## config.mk

```make
export PLATFORM = sky130hd
export DESIGN_NAME = comb_vector_sequencer_flat
export DESIGN_NICKNAME = d
export VERILOG_FILES = /design/src/rtl/comb_vector_sequencer_if.sv /design/src/rtl/comb_vector_sequencer.sv /design/src/flat_wrapper.sv
export SDC_FILE = /design/constraint.sdc
export NUM_CORES = 1
export LEC_CHECK = 0
export ABC_AREA = 1
export ABC_CLOCK_PERIOD_IN_PS = 1700
export CORE_MARGIN = 5
export CORE_UTILIZATION = 35
export CTS_CLUSTER_SIZE = 25
export DETAILED_ROUTE_END_ITERATION = 6
export DONT_BUFFER_PORTS = 1
export SLEW_MARGIN = 15
export SYNTH_ARGS = -nofsm -noshare
export SYNTH_HDL_FRONTEND = slang
export SYNTH_SLANG_ARGS = --single-unit
```

## constraint.sdc

```tcl
create_clock -name clk -period 1.7 [get_ports clk]
set_input_delay 0.34 -clock clk [delete_from_list [all_inputs] [get_ports clk]]
set_output_delay 0.34 -clock clk [all_outputs]
set_load 0.02 [all_outputs]
```

## src/rtl/comb_vector_sequencer_if.sv

```systemverilog
// Bus between the vector sequencer and the combinational circuit under test.
// Also carries the start/status handshake so one bundle covers the whole block.
interface comb_vector_sequencer_if;
   logic        start;
   logic [1:0]  userinput;
   logic [3:0]  d;
   logic        I;
   logic        a0;
   logic        a1;
   logic        a;
   logic        b;
   logic        c;
   logic [11:0] y;
   logic [1:0]  s;
   logic        x;
   logic        sum;
   logic        carry;
   logic        busy;
   logic        done;
   logic        pass;
   logic [4:0]  err_count;
   logic [3:0]  fail_idx;
   logic        fail_valid;

   // Sequencer side: drives the circuit inputs and reports status.
   modport master (
      input  start, y, s, x, sum, carry,
      output userinput, d, I, a0, a1, a, b, c,
      output busy, done, pass, err_count, fail_idx, fail_valid
   );

   // Circuit/host side: answers the vectors and raises start.
   modport slave (
      output start, y, s, x, sum, carry,
      input  userinput, d, I, a0, a1, a, b, c,
      input  busy, done, pass, err_count, fail_idx, fail_valid
   );
endinterface

```

## src/rtl/comb_vector_sequencer.sv

```systemverilog
// Sweeps the combinational circuit through 16 fixed vectors (encoder/demux,
// decoder/mux, decoder/full adder), waits a settle time per vector, samples
// the responses and compares them against a built-in golden model.
module comb_vector_sequencer #(
   parameter int unsigned SETTLE_CYC = 4,
   parameter logic [3:0]  MUX_DATA   = 4'b0110
) (
   input logic                     clk,
   input logic                     rst,
   comb_vector_sequencer_if.master bus
);

   localparam logic [3:0] SETTLE_LOAD = 4'(SETTLE_CYC - 1);

   typedef enum logic [2:0] {IDLE, LOAD, SETTLE, CHECK, FINISH} SeqState;

   SeqState     state;
   logic [3:0]  vIdx;
   logic [3:0]  settleCnt;
   logic [11:0] yReg;
   logic [1:0]  sReg;
   logic        xReg;
   logic        sumReg;
   logic        carryReg;

   logic [1:0]  driveMode;
   logic [3:0]  driveD;
   logic        driveI;
   logic [1:0]  driveSel;
   logic [2:0]  driveIdx;
   logic        expSum;
   logic        expCarry;
   logic        vecMismatch;

   // Decode the current vector index into drive values and judge the sampled
   // responses; any number of bad fields in one vector is a single mismatch.
   always_comb begin
      driveMode   = 2'd0;
      driveD      = 4'd0;
      driveI      = 1'b0;
      driveSel    = 2'd0;
      driveIdx    = 3'd0;
      expSum      = ^vIdx[2:0];
      expCarry    = (vIdx[2] & vIdx[1]) | (vIdx[2] & vIdx[0]) | (vIdx[1] & vIdx[0]);
      vecMismatch = 1'b0;
      if (vIdx[3:2] == 2'b00) begin
         driveD      = 4'b0001 << vIdx[1:0];
         driveI      = 1'b1;
         vecMismatch = (sReg != vIdx[1:0]) || (yReg[3:0] != (4'b0001 << vIdx[1:0]));
      end else if (vIdx[3:2] == 2'b01) begin
         driveMode   = 2'd1;
         driveD      = MUX_DATA;
         driveSel    = vIdx[1:0];
         vecMismatch = (yReg[11:8] != (4'b0001 << vIdx[1:0])) || (xReg != MUX_DATA[vIdx[1:0]]);
      end else begin
         driveMode   = 2'd2;
         driveIdx    = vIdx[2:0];
         vecMismatch = (yReg[7:0] != (8'b0000_0001 << vIdx[2:0])) ||
                       (sumReg != expSum) || (carryReg != expCarry);
      end
   end

   // Sequencer FSM: input sampling register, vector drive, settle wait,
   // compare and result bookkeeping, all with registered outputs.
   always_ff @(posedge clk) begin
      if (rst) begin
         state          <= IDLE;
         vIdx           <= 4'd0;
         settleCnt      <= 4'd0;
         yReg           <= 12'd0;
         sReg           <= 2'd0;
         xReg           <= 1'b0;
         sumReg         <= 1'b0;
         carryReg       <= 1'b0;
         bus.userinput  <= 2'd0;
         bus.d          <= 4'd0;
         bus.I          <= 1'b0;
         bus.a0         <= 1'b0;
         bus.a1         <= 1'b0;
         bus.a          <= 1'b0;
         bus.b          <= 1'b0;
         bus.c          <= 1'b0;
         bus.busy       <= 1'b0;
         bus.done       <= 1'b0;
         bus.pass       <= 1'b0;
         bus.err_count  <= 5'd0;
         bus.fail_idx   <= 4'd0;
         bus.fail_valid <= 1'b0;
      end else begin
         yReg     <= bus.y;
         sReg     <= bus.s;
         xReg     <= bus.x;
         sumReg   <= bus.sum;
         carryReg <= bus.carry;
         bus.done <= 1'b0;
         case (state)
            IDLE: begin
               if (bus.start) begin
                  state          <= LOAD;
                  vIdx           <= 4'd0;
                  bus.busy       <= 1'b1;
                  bus.pass       <= 1'b0;
                  bus.err_count  <= 5'd0;
                  bus.fail_valid <= 1'b0;
               end
            end
            LOAD: begin
               bus.userinput <= driveMode;
               bus.d         <= driveD;
               bus.I         <= driveI;
               bus.a1        <= driveSel[1];
               bus.a0        <= driveSel[0];
               bus.a         <= driveIdx[2];
               bus.b         <= driveIdx[1];
               bus.c         <= driveIdx[0];
               settleCnt     <= SETTLE_LOAD;
               state         <= SETTLE;
            end
            SETTLE: begin
               if (settleCnt == 4'd0) begin
                  state <= CHECK;
               end else begin
                  settleCnt <= settleCnt - 4'd1;
               end
            end
            CHECK: begin
               if (vecMismatch) begin
                  if (bus.err_count != 5'd16) begin
                     bus.err_count <= bus.err_count + 5'd1;
                  end
                  if (!bus.fail_valid) begin
                     bus.fail_idx   <= vIdx;
                     bus.fail_valid <= 1'b1;
                  end
               end
               if (vIdx == 4'd15) begin
                  state <= FINISH;
               end else begin
                  vIdx  <= vIdx + 4'd1;
                  state <= LOAD;
               end
            end
            FINISH: begin
               bus.done <= 1'b1;
               bus.busy <= 1'b0;
               bus.pass <= (bus.err_count == 5'd0);
               state    <= IDLE;
            end
            default: state <= IDLE;
         endcase
      end
   end

endmodule

```

## src/flat_wrapper.sv

```systemverilog
// flat-port wrapper written by rule: the top's interface ports become plain ports
module comb_vector_sequencer_flat 
#(
   parameter int unsigned SETTLE_CYC = 4,
   parameter logic [3:0]  MUX_DATA   = 4'b0110
)
  (clk, rst, bus_start, bus_y, bus_s, bus_x, bus_sum, bus_carry, bus_userinput, bus_d, bus_I, bus_a0, bus_a1, bus_a, bus_b, bus_c, bus_busy, bus_done, bus_pass, bus_err_count, bus_fail_idx, bus_fail_valid);
  comb_vector_sequencer_if bus_i ();
  input logic clk;
  input logic rst;
  input wire logic [$bits(bus_i.start)-1:0] bus_start;
  input wire logic [$bits(bus_i.y)-1:0] bus_y;
  input wire logic [$bits(bus_i.s)-1:0] bus_s;
  input wire logic [$bits(bus_i.x)-1:0] bus_x;
  input wire logic [$bits(bus_i.sum)-1:0] bus_sum;
  input wire logic [$bits(bus_i.carry)-1:0] bus_carry;
  output wire logic [$bits(bus_i.userinput)-1:0] bus_userinput;
  output wire logic [$bits(bus_i.d)-1:0] bus_d;
  output wire logic [$bits(bus_i.I)-1:0] bus_I;
  output wire logic [$bits(bus_i.a0)-1:0] bus_a0;
  output wire logic [$bits(bus_i.a1)-1:0] bus_a1;
  output wire logic [$bits(bus_i.a)-1:0] bus_a;
  output wire logic [$bits(bus_i.b)-1:0] bus_b;
  output wire logic [$bits(bus_i.c)-1:0] bus_c;
  output wire logic [$bits(bus_i.busy)-1:0] bus_busy;
  output wire logic [$bits(bus_i.done)-1:0] bus_done;
  output wire logic [$bits(bus_i.pass)-1:0] bus_pass;
  output wire logic [$bits(bus_i.err_count)-1:0] bus_err_count;
  output wire logic [$bits(bus_i.fail_idx)-1:0] bus_fail_idx;
  output wire logic [$bits(bus_i.fail_valid)-1:0] bus_fail_valid;
  assign bus_i.start = bus_start;
  assign bus_i.y = bus_y;
  assign bus_i.s = bus_s;
  assign bus_i.x = bus_x;
  assign bus_i.sum = bus_sum;
  assign bus_i.carry = bus_carry;
  assign bus_userinput = bus_i.userinput;
  assign bus_d = bus_i.d;
  assign bus_I = bus_i.I;
  assign bus_a0 = bus_i.a0;
  assign bus_a1 = bus_i.a1;
  assign bus_a = bus_i.a;
  assign bus_b = bus_i.b;
  assign bus_c = bus_i.c;
  assign bus_busy = bus_i.busy;
  assign bus_done = bus_i.done;
  assign bus_pass = bus_i.pass;
  assign bus_err_count = bus_i.err_count;
  assign bus_fail_idx = bus_i.fail_idx;
  assign bus_fail_valid = bus_i.fail_valid;
  comb_vector_sequencer #(.SETTLE_CYC(SETTLE_CYC), .MUX_DATA(MUX_DATA)) u_core (.clk(clk), .rst(rst), .bus(bus_i));
endmodule
```

### After elaboration in Yosys (flattened, before gate mapping)

Index checks and enable logic that the tools add are counted.

* register bits after elaboration: 53
* bits of input ports: 20
* output and inout bits: 25
* word-level logic and storage cells: 106

* add/sub/neg operators: 3
* $lt $le $gt $ge: 1
* eq/ne operators: 20
* shift operators: 2
* multiplexer cells: 33
* bitwise gates (word level): 6
* reductions and logical operators: 19

Operator list (count)
* $mux W3: 6
* $mux W4: 4
* $pmux W4 S2: 2
* $mux W5: 3
* $pmux W3 S4: 1
* $pmux W5 S2: 1
* $reduce_and A3 Y1: 3
* $mux W1: 8
* $mux W2: 4
* $ne A4 B4 Y1: 2
* $ne A8 B8 Y1: 1
* $shl A1 B3 Y8 const A: 1
* $eq A3 B2 Y1 const B: 2
* $ne A2 B1 Y1 const B: 3
* $ne A2 B2 Y1 const B: 3
* $pmux W1 S2: 3
* $reduce_and A2 Y1: 3
* $reduce_bool A2 Y1: 3
* $add A5 B1 Y5 const B: 1
* $logic_not A5 Y1: 1
* $ne A5 B5 Y1 const B: 1
* $add A4 B1 Y4 const B: 1
* $eq A4 B4 Y1 const B: 1
* $logic_not A4 Y1: 1
* 17 further kinds: 25

### Logic depth before layout (Yosys ltp)

Gate-level depths: netlist of the first run.

* depth after elaboration: 9
* depth in mapped cells: 17
* depth with buffers taken out: 16

### Worst setup path after synthesis of the first run

Ideal clock, no wire load.

* path type: flip-flop to flip-flop
* from: reg u_core.vIdx[0]
* to: reg u_core.bus.err_count[2]
* library setup time: 0.113 ns
* arrival time: 1.695 ns
* data required time: 1.587 ns
* slack: -0.108 ns
* stages on the path, launching flop included: 15
* buffers on the path: 0
* clock period less this slack: 1.808 ns
* path through: dfxtp_1 fa_1 inv_1 nand2_1 nand2_1 nor2_1 nand2_1 nor2_1 nand2_1 nand2_2 nand3_2 nand3_4 nand2_1 nand2_1 nor2_1

* longest elaborated chain between the ends: 9
* elaborated cells between the ends (all ways): 24
* classes of those cells: 8 x eq/ne; 2 x shift; 4 x mux; 4 x bitwise; 6 x reduce/logical

Ends and longest elaborated chain
* start: declaration: line comb_vector_sequencer.sv:18 `logic [3:0] vIdx;`
* start signal: assignment: line comb_vector_sequencer.sv:139 `vIdx <= vIdx + 4'd1;`
* $and A1 B1 Y1: line comb_vector_sequencer.sv:44 `expCarry = (vIdx[2] & vIdx[1]) | (vIdx[2] & vIdx[0]) | (vIdx[1] & vIdx[0]);`
* $or A1 B1 Y1 (2 in series): line comb_vector_sequencer.sv:44
* $ne A1 B1 Y1: line comb_vector_sequencer.sv:59 `(sumReg != expSum) || (carryReg != expCarry);`
* $logic_or A1 B1 Y1: line comb_vector_sequencer.sv:59
* $mux W1: line comb_vector_sequencer.sv:50 `end else if (vIdx[3:2] == 2'b01) begin`
* $mux W1 (*): line comb_vector_sequencer.sv:46 `if (vIdx[3:2] == 2'b00) begin`
* $ne A2 B1 Y1 (no line) (*)
* $reduce_and A4 Y1 (no line) (*)
* end signal: assignment: line comb_vector_sequencer.sv:129 `bus.err_count <= bus.err_count + 5'd1;`
* end: declaration: line comb_vector_sequencer_if.sv:29 `output busy, done, pass, err_count, fail_idx, fail_valid`

Every way passes the cells marked *; elsewhere a longest branch is shown, timed or not. The select of a mux whose other input is x is not followed.
A chain may end at the register's enable or synchronous reset.

### Worst setup path after layout of the first run

* from: reg u_core.vIdx[0]
* to: reg u_core.bus.err_count[3]

Same word-level chain as after synthesis.

==> flow_metrics.py, run 1 <==
metrics = {
    "global_routing": {
        "gr-usage-all-layers_pct": 12.30,
        "first_global_vias": 2099,
        "grt_antenna_before_repair": 0,
        "gr-total-overflow": 0,
        "grt_max_degree": 28,
        "wire_length_of_the_first_global_routing_pass_mm": 9.694,
    },
    "routing": {
        "num_vias": 2232,
        "met3_length_um": 267,
        "drtIter0Drc": 108,
        "drt.antenna.violating_nets": 0,
        "routed-wl-met2_mm": 2.579,
        "post_drt_via_cell_ratio": 4.411,
        "totalWireLength_mm": 5.682,
        "route.detailed.wl_per_inst_um": 11.23,
        "route.top_layer_used": "met4",
        "met1Wirelength_mm": 2.784,
        "drc": 0,
        "drt_pass1_iterations": 4,
    },
    "yosys": {
        "largest_family_of_logic_cells_by_synthesized_area": "simple AND/OR/NAND/NOR gates",
        "synth_compound_gate_area_share_pct": 7.086,
        "yosys_register_bits": 53,
        "synth_xor_area_share_pct": 0.6527,
        "synth.yosys.seq_area_share_pct": 39.53,
        "yosys-mux-area-fraction_pct": 0,
        "average_cell_area_after_synthesis_um2": 6.953,
        "synthSimpleGateAreaFrac_pct": 34.27,
        "synth-async-reset-ratio_pct": 0,
        "post_synth_instance_area_um2": 2684,
        "synthAdderAreaFrac_pct": 5.408,
        "netlist-cell-type-count": 38,
        "number_of_synthesized_flops_with_an_enable_pin": 0,
        "synthesis.instances": 386,
        "ys.flop_type": "sky130_fd_sc_hd__dfxtp_1",
        "count_of_synthesis_stage_warnings_from_yosys": 0,
        "syn_nets": 417,
    },
    "worst_setup_path": {
        "worst-endpoint-required_ns": 1.90,
        "critical_path_class": "reg -> reg",
        "slowest_stage": "sky130_fd_sc_hd__fa_1",
        "critical_path.max_stage_delay_ns": 0.56,
        "critical_path_start": "u_core.vIdx[0]",
        "r2r_setup_slack_ns": -0.25,
        "worstPathArrival_ns": 2.15,
        "critical-path-top-cell-by-count": "sky130_fd_sc_hd__nand2_1",
        "worst_r2r_src": "u_core.vIdx[0]",
        "timing.critical_path.from_type": "flop",
        "critPathCaptureType": "flop",
        "worst-path-buf-inv": 1,
        "crit_path_cell_trace": "fa_1, inv_1, nand2_1, nand2_1, nor2_1, nand2_1, nor2_2, nand2_1, nand2_2, nand3_4, nand3_4, nand2_1, nand2_1, nor2_1",
        "critical-path-top-delay-family": "simple AND/OR/NAND/NOR gates",
        "peak_fanout_along_the_critical_path": 7,
    },
    "cts": {
        "tritoncts.num_buffers": 5,
        "clk_root_buffer_cell": "sky130_fd_sc_hd__clkbuf_8",
        "cts_tree": "done",
        "clkSlewWorstSetupHoldPaths_ns": 0.09,
        "cts.sinks": 53,
        "cts_hold_buffers": 0,
        "cts-root-to-sink-buffers": 2,
        "ctsHtreeMaxLevel": 2,
        "worst_skew_pair.late_latency_ns": 0.30,
    },
    "timing": {
        "worst_slew_margin_rel_pct": 76.26,
        "timing.fmax_mhz": 513.6,
        "hold_ws_ns": 0.1052,
        "rsz_0062_raised_after_global_routing": "true",
        "skew_ns": 0.005629,
        "final_worst_path_period_share_pct": 114.5,
        "period_minus_slack_ns": 1.947,
        "finalMaxSlewViolations": 0,
        "setup-tns-final_ns": -2.285,
        "setup_viol": 10,
        "final-hold-violation-count": 0,
        "post_route_setup_slack_ns": -0.2471,
        "max_slew.worst_pin.slew_ns": 0.3557,
    },
    "finish": {
        "layout.cells.non_filler": 506,
        "final_net_count": 435,
        "layout.filler_cells": 818,
        "area_delta_synth_final_pct": 12.63,
        "most_common_cell_after_layout_fill_and_taps_aside": "sky130_fd_sc_hd__nand2_1",
        "num_antenna_cells": 0,
        "post_route_cells_drive_above_1_share_pct": 14.60,
        "most-common-layout-cells": "sky130_fd_sc_hd__nand2_1, sky130_fd_sc_hd__inv_1, sky130_fd_sc_hd__nor2_1, sky130_fd_sc_hd__dfxtp_1, sky130_fd_sc_hd__nand3_1",
    },
    "floorplanning": {
        "die-area_um2": 9519,
        "die_width_um": 97.57,
        "start_util_pct": 35.28,
        "io-pin-count": 45,
        "core_area_um2": 7607,
        "core.rowCount": 32,
        "die_height_um": 97.57,
    },
    "outcome": {
        "status": "complete, but fails checks",
        "failing_checks": "negative setup slack",
    },
    "power": {
        "power_switching_w": 0.001052,
        "clockPowerShare_pct": 22.9,
        "total_leakage_power_nw": 1.439,
        "pwr-share-seq_pct": 48.6,
        "power_frac_comb_pct": 28.5,
        "netSwitchingFraction_pct": 34.02,
        "p_int_w": 0.002041,
        "power.density_cell_area_nw_per_um2": 1023,
        "ir_worst_vdd_uv": 311.5,
    },
    "job": {
        "max_cap_viol_count": 0,
    },
    "placement": {
        "place_ws_ns": -0.2766,
        "detailed_placement_hpwl_mm": 4.442,
        "gp_weighted_congestion": 0.8748,
        "placement.io_buffers": 0,
        "numPlacedInstances": 498,
    },
    "worst_hold_path": {
        "worstHoldPathType": "in -> reg",
        "min-delay-start": "rst",
    },
}
metal layers:
metal | global-route usage [%] | vias to the layer above
li1 | - | 1212
met1 | 16.30 | 975
met2 | 19.24 | 41
met3 | 3.589 | 4
met4 | 3.834 | 0
met5 | 0 | -
sequential cells by signal, summed over array words and instances, names as in the netlist, 2 cells and up:
register              cells
u_core.state              3
u_core.bus.err_count      5
u_core.sReg               2
u_core.vIdx               4
u_core.bus.d              4
u_core.bus.userinput      2
u_core.bus.fail_idx       4
u_core.settleCnt          4
u_core.yReg              12
worst reg2reg max path, delay by kind of cell, from the launching register on:
kind | cells | cell delay [ns]
buffers and inverters | 1 | 0.04
DFF | 1 | 0.38
and+or+nand+nor | 12 | 0.86
adders and majority gates | 1 | 0.56
area by class of cell:
type | count | area (um2) | share of cell area, %
Clock buffer | 7 | 86.33 | 2.856
Sequential cell | 53 | 1069 | 35.35
Timing Repair Buffer | 22 | 177.7 | 5.877
Tap cell | 102 | 127.6 | 4.222
Inverter | 69 | 259.0 | 8.568
Multi-Input combinational cell | 253 | 1304 | 43.13
what timing repair did:
item	CTS	global route
buffers inserted	0	1
gates resized for setup	3	8
setup endpoints to repair	12	12
pin swaps	9	4
hold endpoints to repair	0	0
kinds of logic after synthesis:
group                      Yosys count
AOI/OAI and AO/OA                   31
DFF                                 53
and+or+nand+nor                    209
buffers and inverters               80
adders and majority gates           11
xor gates and xnor gates             2
path summary, 6_finish.rpt:
| check | to | cells after the start |
|---|---|---|
| setup / recovery | u_core.bus.err_count[3] | 14 |
| setup reg to reg | u_core.bus.err_count[3] | 14 |
| hold / removal | u_core.bus.pass | 1 |
| hold reg to reg | u_core.settleCnt[3] | 2 |
power groups by stage:
stage / combinational (W) / clock [W] / sequential [W]
2_1_floorplan: 0.000638 / 0 / 0.00153
3_3_place_gp: 0.000860 / 0 / 0.00153
3_5_place_dp: 0.000865 / 0 / 0.00153
5_1_grt: 0.00102 / 0.000795 / 0.00152
4_1_cts: 0.000871 / 0.000750 / 0.00151
6_report: 0.000880 / 0.000708 / 0.00150
synthesized netlist by cell type, types with 2 or more instances:
cell type                  number  area (um2)
sky130_fd_sc_hd__nand2_1      106       397.9
sky130_fd_sc_hd__inv_1         63       236.5
sky130_fd_sc_hd__nor2_1        54       202.7
sky130_fd_sc_hd__dfxtp_1       53        1061
sky130_fd_sc_hd__nand3_1       25       125.1
sky130_fd_sc_hd__o21ai_0       13       65.06
sky130_fd_sc_hd__ha_1          10       125.1
sky130_fd_sc_hd__a21oi_1        8       40.04
sky130_fd_sc_hd__nor3_1         5       25.02
sky130_fd_sc_hd__inv_2          4       15.01
sky130_fd_sc_hd__nand2_2        4       25.02
sky130_fd_sc_hd__nand4_1        4       25.02
sky130_fd_sc_hd__a211oi_1       3       22.52
sky130_fd_sc_hd__nor3_2         3       30.03
sky130_fd_sc_hd__a31oi_1        2       12.51
sky130_fd_sc_hd__buf_1          2       7.510
sky130_fd_sc_hd__clkbuf_1       2       7.510
sky130_fd_sc_hd__clkbuf_8       2       27.53
sky130_fd_sc_hd__clkinv_1       2       7.510
sky130_fd_sc_hd__nand3_2        2       20.02
sky130_fd_sc_hd__o21ai_2        2       17.52
per-stage QoR:
step	instance area [um2]	total power (W)	util [%]
floorplan	2695	0.002168	-
global placement	2902	0.002390	38.14
detailed placement	2902	0.002398	38.14
CTS	2994	0.003127	39.36
global route	3023	0.003330	39.74
finish	3023	0.003093	39.74
(Power assumes the default switching activity.)
==> run 2: changes to the inputs <==
- DONT_BUFFER_PORTS: 1 -> unset
- PLACE_DENSITY: unset -> 0.64
- SLEW_MARGIN: 15 -> 25
==> run 2 against run 1 <==
The run still ends with negative setup slack left; flip-flop and latch count is the same; final cell count up 9.1%; largest power group unchanged; register-to-register slack lost 0.03 ns; highest routed layer unchanged; largest cell class unchanged; critical path type unchanged.
==> flow_metrics.py, run 2 (synthesis gave the netlist of run 1 again) <==
metrics = {
    "outcome": {
        "status": "complete, but fails checks",
        "failing_checks": "negative setup slack",
    },
    "finish": {
        "multi_input_area_um2": 1311,
        "seqCellArea_um2": 1070,
        "largest_register_ff_count": 12,
        "most-common-layout-cells": "sky130_fd_sc_hd__nand2_1, sky130_fd_sc_hd__inv_1, sky130_fd_sc_hd__nor2_1, sky130_fd_sc_hd__dfxtp_1, sky130_fd_sc_hd__clkdlybuf4s50_1",
        "layout.filler_cells": 783,
        "layout_top_registers": "u_core.yReg: 12 flops, u_core.bus.err_count: 5 flops",
        "most_common_cell_after_layout_fill_and_taps_aside": "sky130_fd_sc_hd__nand2_1",
        "num_antenna_cells": 0,
        "area_delta_synth_final_pct": 29.46,
        "final_net_count": 480,
        "fin_util_pct": 45.67,
        "post_route_cells_drive_above_1_share_pct": 14.22,
        "top_register": "u_core.yReg",
        "postLayoutCellArea_um2": 3475,
    },
    "routing": {
        "post_drt_via_cell_ratio": 4.317,
        "drtIter0Drc": 61,
        "drc": 0,
        "route.detailed.wl_per_inst_um": 10.33,
        "drt_pass1_iterations": 4,
        "drt.antenna.violating_nets": 0,
        "totalWireLength_mm": 5.700,
        "num_vias": 2383,
    },
    "global_routing": {
        "grt_max_degree": 28,
        "gr-usage-all-layers_pct": 12.37,
        "first_global_vias": 2343,
        "grt_antenna_before_repair": 0,
        "gr-total-overflow": 0,
        "wire_length_of_the_first_global_routing_pass_mm": 10.03,
    },
    "timing": {
        "worst_slew_margin_rel_pct": 75.27,
        "final-hold-violation-count": 0,
        "post_route_setup_slack_ns": -0.2766,
        "rsz_0062_raised_after_global_routing": "true",
        "finalMaxSlewViolations": 0,
        "final_worst_path_period_share_pct": 116.3,
        "period_minus_slack_ns": 1.977,
        "skew_ns": 0.003086,
        "max_slew.worst_pin.slew_ns": 0.3705,
        "timing.fmax_mhz": 505.9,
        "setup_viol": 10,
    },
    "job": {
        "max_cap_viol_count": 0,
    },
    "cts": {
        "worst_skew_pair.late_latency_ns": 0.30,
        "clkSlewWorstSetupHoldPaths_ns": 0.09,
        "cts.sinks": 53,
        "cts_tree": "done",
        "tritoncts.num_buffers": 5,
        "clk_root_buffer_cell": "sky130_fd_sc_hd__clkbuf_8",
        "cts-root-to-sink-buffers": 2,
        "cts_hold_buffers": 0,
        "ctsHtreeMaxLevel": 2,
    },
    "power": {
        "ir_worst_vdd_uv": 419.8,
        "p_int_w": 0.002121,
        "power.density_cell_area_nw_per_um2": 923.1,
        "power_switching_w": 0.001087,
        "clockPowerShare_pct": 21.1,
        "netSwitchingFraction_pct": 33.88,
        "power_frac_comb_pct": 33.6,
        "pwr-share-seq_pct": 45.3,
        "total_leakage_power_nw": 1.642,
    },
    "worst_setup_path": {
        "timing.critical_path.from_type": "flop",
        "worstPathArrival_ns": 2.18,
        "critPathCaptureType": "flop",
        "critical_path_class": "reg -> reg",
        "peak_fanout_along_the_critical_path": 7,
        "r2r.worst_path.cells": 14,
        "worst-endpoint-required_ns": 1.90,
        "r2r_setup_slack_ns": -0.28,
    },
    "floorplanning": {
        "io-pin-count": 45,
        "die_width_um": 97.57,
        "core_area_um2": 7607,
        "core.rowCount": 32,
        "die_height_um": 97.57,
        "die-area_um2": 9519,
        "start_util_pct": 35.28,
    },
    "worst_hold_path": {
        "min_delay_path_depth": 2,
        "worstHoldPathType": "reg -> reg",
    },
    "placement": {
        "detailed_placement_hpwl_mm": 4.568,
        "gp_weighted_congestion": 0.8245,
        "placement.io_buffers": 44,
        "place_area_um2": 3349,
    },
}
[run 2: changes by cell type in the layout (fill, tap and decap cells not counted), moves of 2 or more]
cell                              change
sky130_fd_sc_hd__clkbuf_1             +2
sky130_fd_sc_hd__nand2_2              +3
sky130_fd_sc_hd__inv_2                +3
sky130_fd_sc_hd__clkdlybuf4s50_1     +39
sky130_fd_sc_hd__nand2_1              -3
sky130_fd_sc_hd__dlygate4sd2_1        +3
sky130_fd_sc_hd__dlymetal6s2s_1       +2
sky130_fd_sc_hd__inv_1                -3
[run 2: final timing paths]
check,startpoint,end
setup / recovery,u_core.vIdx[1],u_core.bus.err_count[2]
setup reg to reg,u_core.vIdx[1],u_core.bus.err_count[2]
hold reg to reg,u_core.bus.userinput[1],u_core.bus.userinput[1]
hold / removal,u_core.bus.userinput[1],u_core.bus.userinput[1]
[run 2: area by class of cell]
cell class	count	area share (%)
flip-flops and latches	53	30.79
clock buffers	8	2.305
multi-input cells	253	37.74
well taps	102	3.673
repair buffers	67	18.04
inverters	69	7.454
[run 2: stage by stage]
stage	std cells	TNS [ns]	setup slack [ns]	hold WS (ns)	total power (W)
floorplan	386	-0.5838	-0.08051	0.4470	0.002168
global placement	543	-2.233	-0.2421	0.4550	0.002512
detailed placement	543	-2.626	-0.2916	0.4595	0.002536
CTS	552	-2.281	-0.2578	0.4726	0.003226
global route	552	-3.940	-0.4329	0.5074	0.003464
finish	552	-2.352	-0.2766	0.4666	0.003207
[run 2: power groups by stage]
stage          clock, W  combinational, W  sequential (W)
6_report       0.000677           0.00108         0.00145
5_1_grt        0.000763           0.00123         0.00148
4_1_cts        0.000716           0.00105         0.00146
3_5_place_dp          0           0.00105         0.00148
3_3_place_gp          0           0.00103         0.00148
2_1_floorplan         0          0.000638         0.00153
[run 2: repair_timing]
action | in CTS | in global routing
pin swaps | 3 | 10
gates resized for setup | 6 | 16
buffers inserted | 1 | 0
setup endpoints to repair | 14 | 15
cloned | 0 | 0
endpoints found under the hold margin | 0 | 0
[run 2: layer usage]
metal	track usage, %	routed length, um
met5	0	0
met3	3.015	200
met2	21.40	2769
met4	2.875	53
met1	15.46	2677
[run 2: critical path, cell delays in order (launching register included)]
cell and delay (ns):
sky130_fd_sc_hd__dfxtp_4 0.37, sky130_fd_sc_hd__fa_1 0.56, sky130_fd_sc_hd__inv_1 0.04, sky130_fd_sc_hd__nand2_1 0.05
sky130_fd_sc_hd__nand2_1 0.05, sky130_fd_sc_hd__nor2_1 0.08, sky130_fd_sc_hd__nand2_1 0.05, sky130_fd_sc_hd__nor2_1 0.11
sky130_fd_sc_hd__nand2_1 0.09, sky130_fd_sc_hd__nand2_2 0.10, sky130_fd_sc_hd__nand3_4 0.10, sky130_fd_sc_hd__nand3_4 0.13
sky130_fd_sc_hd__nand2_1 0.07, sky130_fd_sc_hd__nand2_1 0.05, sky130_fd_sc_hd__nor2_1 0.03
